<file path="src/rtl/serial_feed_arbiter.sv">
// Round-robin feeder that serialises one granted word MSB-first into a shared
// sequence detector and counts the detector hits that belong to that word.
module serial_feed_arbiter #(
  parameter int WIDTH   = 8,
  parameter int CNTW    = 4,
  parameter int DET_LAT = 1
) (
  input  logic             clock,
  input  logic             reset,
  input  logic             req0,
  input  logic             req1,
  input  logic [WIDTH-1:0] data0,
  input  logic [WIDTH-1:0] data1,
  output logic             gnt0,
  output logic             gnt1,
  output logic             ser_out,
  input  logic             det_in,
  output logic             busy,
  output logic             done,
  output logic             done_id,
  output logic [CNTW-1:0]  hit_cnt
);

  // edge_q holds the index k of the upcoming edge Ek, counted from the accept edge E0
  localparam int EW = $clog2(WIDTH + DET_LAT + 2);
  localparam logic [EW-1:0]   LAST_BIT  = EW'(WIDTH);
  localparam logic [EW-1:0]   FIRST_SMP = EW'(DET_LAT + 1);
  localparam logic [EW-1:0]   LAST_SMP  = EW'(WIDTH + DET_LAT);
  localparam logic [CNTW-1:0] HIT_MAX   = '1;

  typedef enum logic [1:0] {IDLE, SHIFT, DRAIN, DONE} state_e;

  state_e            state_q, state_d;
  logic [EW-1:0]     edge_q, edge_d;
  logic [WIDTH-2:0]  sreg_q, sreg_d;
  logic              ser_q, ser_d;
  logic              gnt0_q, gnt0_d;
  logic              gnt1_q, gnt1_d;
  logic              lp_q, lp_d;
  logic              id_q, id_d;
  logic [CNTW-1:0]   hit_q, hit_d;

  logic              pick1;
  logic [WIDTH-1:0]  win_data;

  always_ff @(posedge clock) begin
    if (reset) begin
      state_q <= IDLE;
      edge_q  <= '0;
      sreg_q  <= '0;
      ser_q   <= 1'b0;
      gnt0_q  <= 1'b0;
      gnt1_q  <= 1'b0;
      lp_q    <= 1'b1;
      id_q    <= 1'b0;
      hit_q   <= '0;
    end else begin
      state_q <= state_d;
      edge_q  <= edge_d;
      sreg_q  <= sreg_d;
      ser_q   <= ser_d;
      gnt0_q  <= gnt0_d;
      gnt1_q  <= gnt1_d;
      lp_q    <= lp_d;
      id_q    <= id_d;
      hit_q   <= hit_d;
    end
  end

  always_comb begin
    state_d = state_q;
    case (state_q)
      IDLE:    if (req0 || req1) state_d = SHIFT;
      SHIFT:   if (edge_q == LAST_BIT) state_d = DRAIN;
      DRAIN:   if (edge_q == LAST_SMP) state_d = DONE;
      DONE:    state_d = IDLE;
      default: state_d = IDLE;
    endcase
  end

  // On a tie the requester that was not served last wins
  assign pick1    = req1 & (~req0 | ~lp_q);
  assign win_data = pick1 ? data1 : data0;

  always_comb begin
    edge_d = edge_q;
    sreg_d = sreg_q;
    ser_d  = ser_q;
    gnt0_d = 1'b0;
    gnt1_d = 1'b0;
    lp_d   = lp_q;
    id_d   = id_q;
    hit_d  = hit_q;
    if (state_q == IDLE) begin
      if (req0 || req1) begin
        ser_d  = win_data[WIDTH-1];
        sreg_d = win_data[WIDTH-2:0];
        gnt0_d = ~pick1;
        gnt1_d = pick1;
        lp_d   = pick1;
        id_d   = pick1;
        hit_d  = '0;
        edge_d = EW'(1);
      end
    end else begin
      edge_d = edge_q + EW'(1);
      if (state_q == SHIFT) begin
        if (edge_q == LAST_BIT) begin
          ser_d = 1'b0;
        end else begin
          ser_d  = sreg_q[WIDTH-2];
          sreg_d = sreg_q << 1;
        end
      end
      // Only the WIDTH samples aligned with this word's bits are counted
      if (edge_q >= FIRST_SMP && edge_q <= LAST_SMP && det_in && hit_q != HIT_MAX)
        hit_d = hit_q + CNTW'(1);
    end
  end

  always_comb begin
    busy = (state_q != IDLE);
    done = (state_q == DONE);
  end

  assign ser_out = ser_q;
  assign gnt0    = gnt0_q;
  assign gnt1    = gnt1_q;
  assign done_id = id_q;
  assign hit_cnt = hit_q;

endmodule

</file>
<file path="config.mk">
export PLATFORM = sky130hd
export DESIGN_NAME = serial_feed_arbiter
export DESIGN_NICKNAME = d
export VERILOG_FILES = /design/src/rtl/serial_feed_arbiter.sv
export SDC_FILE = /design/constraint.sdc
export NUM_CORES = 1
export LEC_CHECK = 0
export BUFFER_PORTS_ARGS = -buffer_cell sky130_fd_sc_hd__buf_2
export CAP_MARGIN = 20
export CORE_UTILIZATION = 56
export DETAILED_ROUTE_END_ITERATION = 6
export GPL_TIMING_DRIVEN = 0
export PLACE_DENSITY = 0.82
export SLEW_MARGIN = 20
export SYNTH_ARGS = -nofsm -noshare
export SYNTH_HDL_FRONTEND = slang
export SYNTH_SLANG_ARGS = --single-unit
</file>
<file path="constraint.sdc">
create_clock -name clock -period 4.5 [get_ports clock]
set_input_delay 0.225 -clock clock [delete_from_list [all_inputs] [get_ports clock]]
set_output_delay 0.225 -clock clock [all_outputs]
set_load 0.01 [all_outputs]
</file>
Word-level counts from Yosys, hierarchy flattened
Cells that the tools add are included.

cells by class
  mux-type cells = 18
  add/subtract/negate cells = 2
  magnitude comparators = 2
  bitwise logic cells = 7
  reduce and logical (&&, ||, !) cells = 14
  equal/unequal tests = 10

operator list
  operator                                                            number
  two-way mux 7 bit                                                   4
  two-way mux 4 bit                                                   5
  adder 4 x 1 -> 4 bit (second input constant)                        2
  == test 4 bit (second input constant)                               2
  two-way mux 8 bit                                                   1
  one-hot mux 2 bit (4 select lines)                                  1
  two-way mux 2 bit                                                   3
  inequality test 2 bit (second input constant)                       3
  AND reduction 2 bit                                                 3
  AND reduction 3 bit                                                 2
  nonzero test 2 bit                                                  3
  NOT 1 bit                                                           5
  == test 2 bit (second input constant)                               2
  greater-or-equal comparator 4 x 2 -> 1 bit (second input constant)  1
  <= comparator 4 bit (second input constant)                         1
  two-way mux 1 bit                                                   4
  inequality test 4 bit (second input constant)                       1
  logical AND 1 bit                                                   3
  OR reduction 3 bit                                                  1
  == test 2 x 1 -> 1 bit (second input constant)                      1
  zero test 2 bit                                                     1
  inequality test 2 x 1 -> 1 bit (second input constant)              1
  bitwise AND 1 bit                                                   1
  logical OR 1 bit                                                    1
  bitwise OR 1 bit                                                    1

storage, ports and cells
  register bits = 22
  word-level logic and storage cells = 62

Longest topological paths before layout
  depth in word-level cells = 6
  gate-level depth with buffers = 7
  depth with buffers taken out = 6

Worst setup path after synthesis
Ideal clock, no wire load.

  path type = reg2reg
  start point = register state_q[0]
  end point = register state_q[1]
  arrival time = 1.435 ns
  path slack = 2.938 ns
  period minus slack after synthesis = 1.562 ns
  path buffers = 0
  library setup time = 0.128 ns
  data required time = 4.372 ns
  stages on the path, launching flop included = 7
  path through = dfxtp_1 inv_1 ha_1 nor3b_1 a221oi_1 mux2i_1 nor2_1

on the way
  longest elaborated chain between the ends = 3

ends and longest elaborated chain
  element                                line  text
  start: declaration                     33    state_e state_q, state_d;
  start signal: assignment               58    state_q <= state_d;
  == test 2 bit (tied with other cells)  72    case (state_q)
  inequality test 2 bit (no line)        --
  AND reduction 3 bit (no line)          --

Parallel ways exist; a longest one is shown, timed or not.
A chain may end at the register's enable or synchronous reset.

Worst setup path in the final report
  start point = register state_q[0]
  end point = register sreg_q[5]

on the way
  longest elaborated chain between the ends = 3

ends and longest elaborated chain
  element                                                           line     text
  == test 2 x 1 -> 1 bit / zero test 2 bit (equally long branches)  107, 94
  nonzero test 2 bit (no line) (tied with other cells)              --
  AND reduction 3 bit (no line)                                     --
  end signal: assignment                                            60       sreg_q <= sreg_d;
  end: declaration                                                  35       logic [WIDTH-2:0] sreg_q, sreg_d;

Parallel ways exist; a longest one is shown, timed or not.

==> out/metrics.cfg <==
[clocking]
ctsResizeCount=0
clockRootBuffer=clkbuf_4
clk_pin_slew_ns=0.12
cts_hold_buf=0
numCtsBuffers=3
cts_max_path_buffers=2
clock-sinks=22
post_cts_buffers=0
htreeDepth=1
cts_tree=yes
clk_latency_ns=0.31

[floorplan]
core_mm2=0.00219
initial_utilization_pct=59.1
io_pins=31
num_rows=17
die_area_mm2=0.00251
die_w_um=50.1
fp.dieH_um=50.1

[sta]
drv_slew=0
rsz0062_at_grt=false
fmax_ghz=0.519
fin_tns_setup_ns=0
fin_skew_ns=0.00953
timing.final.crit_share_pct=42.8
hold_violations=0
slew_headroom_pct=65.9
finalSetupViolCount=0
period_minus_slack_ns=1.93
worst_pin_slew_ns=0.512

[finish]
fill_cells=184
final_cells=210
area_growth_pct=15.7
final_common_cell=buf_2
final_nets=216
layout_common_cells=buf_2, dfxtp_1, nand2_1
drive_above_1_share_pct=24.2
diodes=0
fin_util_pct=68.3

[status]
outcome=finished clean

[critical_path]
crit_arrival_ns=2.10
crit_buf_inv=3
cp_data_required_time_ns=4.68
crit_chain=inv_1 > ha_1 > buf_2 > buf_1 > o221ai_1 > o2111ai_1 > a21oi_1
reg2reg_depth=7
crit_fanout=10
critPathTopFamily=buffers and inverters
critical_path.slowest_cell=buf_1
reg2reg_to=sreg_q[5]
slowest_delay_ns=0.38
critPathKind=reg2reg
r2r_start=state_q[0]
ff2ff_setup_slack_ns=2.57
crit_path_start_kind=flip-flop
cp-end-kind=flip-flop

[place]
gp_congestion=0.776
io_buffers=29
dp_hpwl_mm=2.22
dp.cells=207

[synthesis]
avgSynthCellArea_um2=8.62
syn_area_mm2=0.00129
ys_async_sr_fraction_pct=0
yosysWarnings=0
synth_cell_type_count=43
synth_ff_type=dfxtp_1
synth_edf_count=0
yosysSeqAreaShare_pct=34.0
synth_nets=182
syn_inst=150
synth_seq_cells=22

[global_route]
met2_usage_pct=43.3
gr-usage-met3_pct=3.70
antenna_found_initial=0
grtUsageMet1_pct=31.5
top_usage_layer=met2
first_global_vias=1090
grt_max_degree=12
grt_pass1_wl_mm=4.84
gr-usage-all-layers_pct=25.4
overflow=0

[pwr]
irDropWorstVdd_mv=0.375
p_leak_nw=0.666
p_per_area_mw_per_mm2=523

[hold_path]
hold_start=reset
min_to=gnt1
hp-class=in2reg
whs_path_depth=2

[flow_run]
max-cap-violations=0

[drt]
wl_mm=2.88
drc=0
drt_iter0_markers=38
via_per_inst=6.00
dr.pass1.iters=4
drtAntennaViolNets=0
vias=1260
post_drt_wl_per_cell_um=13.7

[layer usage]
| metal | part of all wire, % | wire length, um |
|---|---|---|
| met5 | 0 | 0 |
| met2 | 50 | 1430 |
| met1 | 44 | 1270 |
| met4 | 1.3 | 38 |
| met3 | 4.9 | 141 |
[flip-flops by register name (all words and copies together), names as in the netlist]
register  cells
sreg_q        7
edge_q        4
hit_cnt       4
state_q       2
done_id       1
gnt0          1
gnt1          1
lp_q          1
ser_out       1
[cells by family (layout without fill, tap and decap cells)]
family                     count (synthesis)  count (layout)  share of synthesized area [%]
buffers and inverters                     21              53                           7.25
muxes                                      4               4                           3.19
and+or+nand+nor                           41              41                           15.7
adders and majority gates                 11              11                           10.6
xor gates and xnor gates                   2               2                           1.35
DFF                                       22              22                           34.0
AOI/OAI and AO/OA                         49              49                           27.9
[power breakdown]
part	leakage, nW	internal (mW)	switching, mW	total, mW
sequential	0.180	0.252	0.0395	0.292
combinational	0.471	0.163	0.238	0.401
clock	0.0138	0.0313	0.0583	0.0896
[Yosys cell counts (2+ instances only)]
cell / n / share of area (%)
xnor2_1: 2 / 1.4
a21o_1: 3 / 1.7
mux2i_1: 3 / 2.3
nand3_1: 2 / 0.77
o2111ai_1: 6 / 4.1
o21ai_0: 8 / 3.1
a211oi_1: 2 / 1.2
dfxtp_1: 22 / 34
nand2b_1: 2 / 0.97
o221ai_1: 6 / 4.1
inv_1: 11 / 3.2
nor3b_1: 2 / 1.2
nor3_1: 2 / 0.77
nand3b_1: 2 / 1.2
buf_2: 4 / 1.5
clkbuf_1: 3 / 0.87
ha_1: 11 / 11
a21oi_1: 12 / 4.6
nand2_1: 13 / 3.8
nor2_1: 9 / 2.6
or2_2: 3 / 1.5
[metrics by stage]
step / total power, mW / hold WS, ns / area [um^2] / setup slack (ns)
floorplan: 0.589 / 0.312 / 1290 / 2.94
global placement: 0.671 / 0.429 / 1470 / 2.70
CTS: 0.783 / 0.146 / 1500 / 2.59
detailed placement: 0.695 / 0.446 / 1470 / 2.61
global route: 0.848 / 0.138 / 1500 / 2.40
finish: 0.783 / 0.151 / 1500 / 2.57
[area by class of cell]
cell class / count / area [um^2] / share of cell area, %
multi-input cells: 107 / 759 / 50.8
flip-flops and latches: 22 / 440 / 29.4
repair buffers: 29 / 145 / 9.70
plain buffers: 9 / 48.8 / 3.26
inverters: 12 / 45.0 / 3.01
well taps: 28 / 35.0 / 2.34
clock buffers: 3 / 22.5 / 1.51
[worst max-delay path by stage]
stage | startpoint | end | slack, ns | depth (start not counted)
floorplan | state_q[0] | state_q[1] | 2.94 | 6
finish | state_q[0] | sreg_q[5] | 2.57 | 7
CTS | state_q[0] | sreg_q[5] | 2.59 | 7
global placement | state_q[0] | sreg_q[6] | 2.70 | 7
global route | state_q[0] | sreg_q[5] | 2.40 | 7
detailed placement | state_q[0] | sreg_q[5] | 2.61 | 7
No activity file was read; power rests on OpenSTA's default activity.
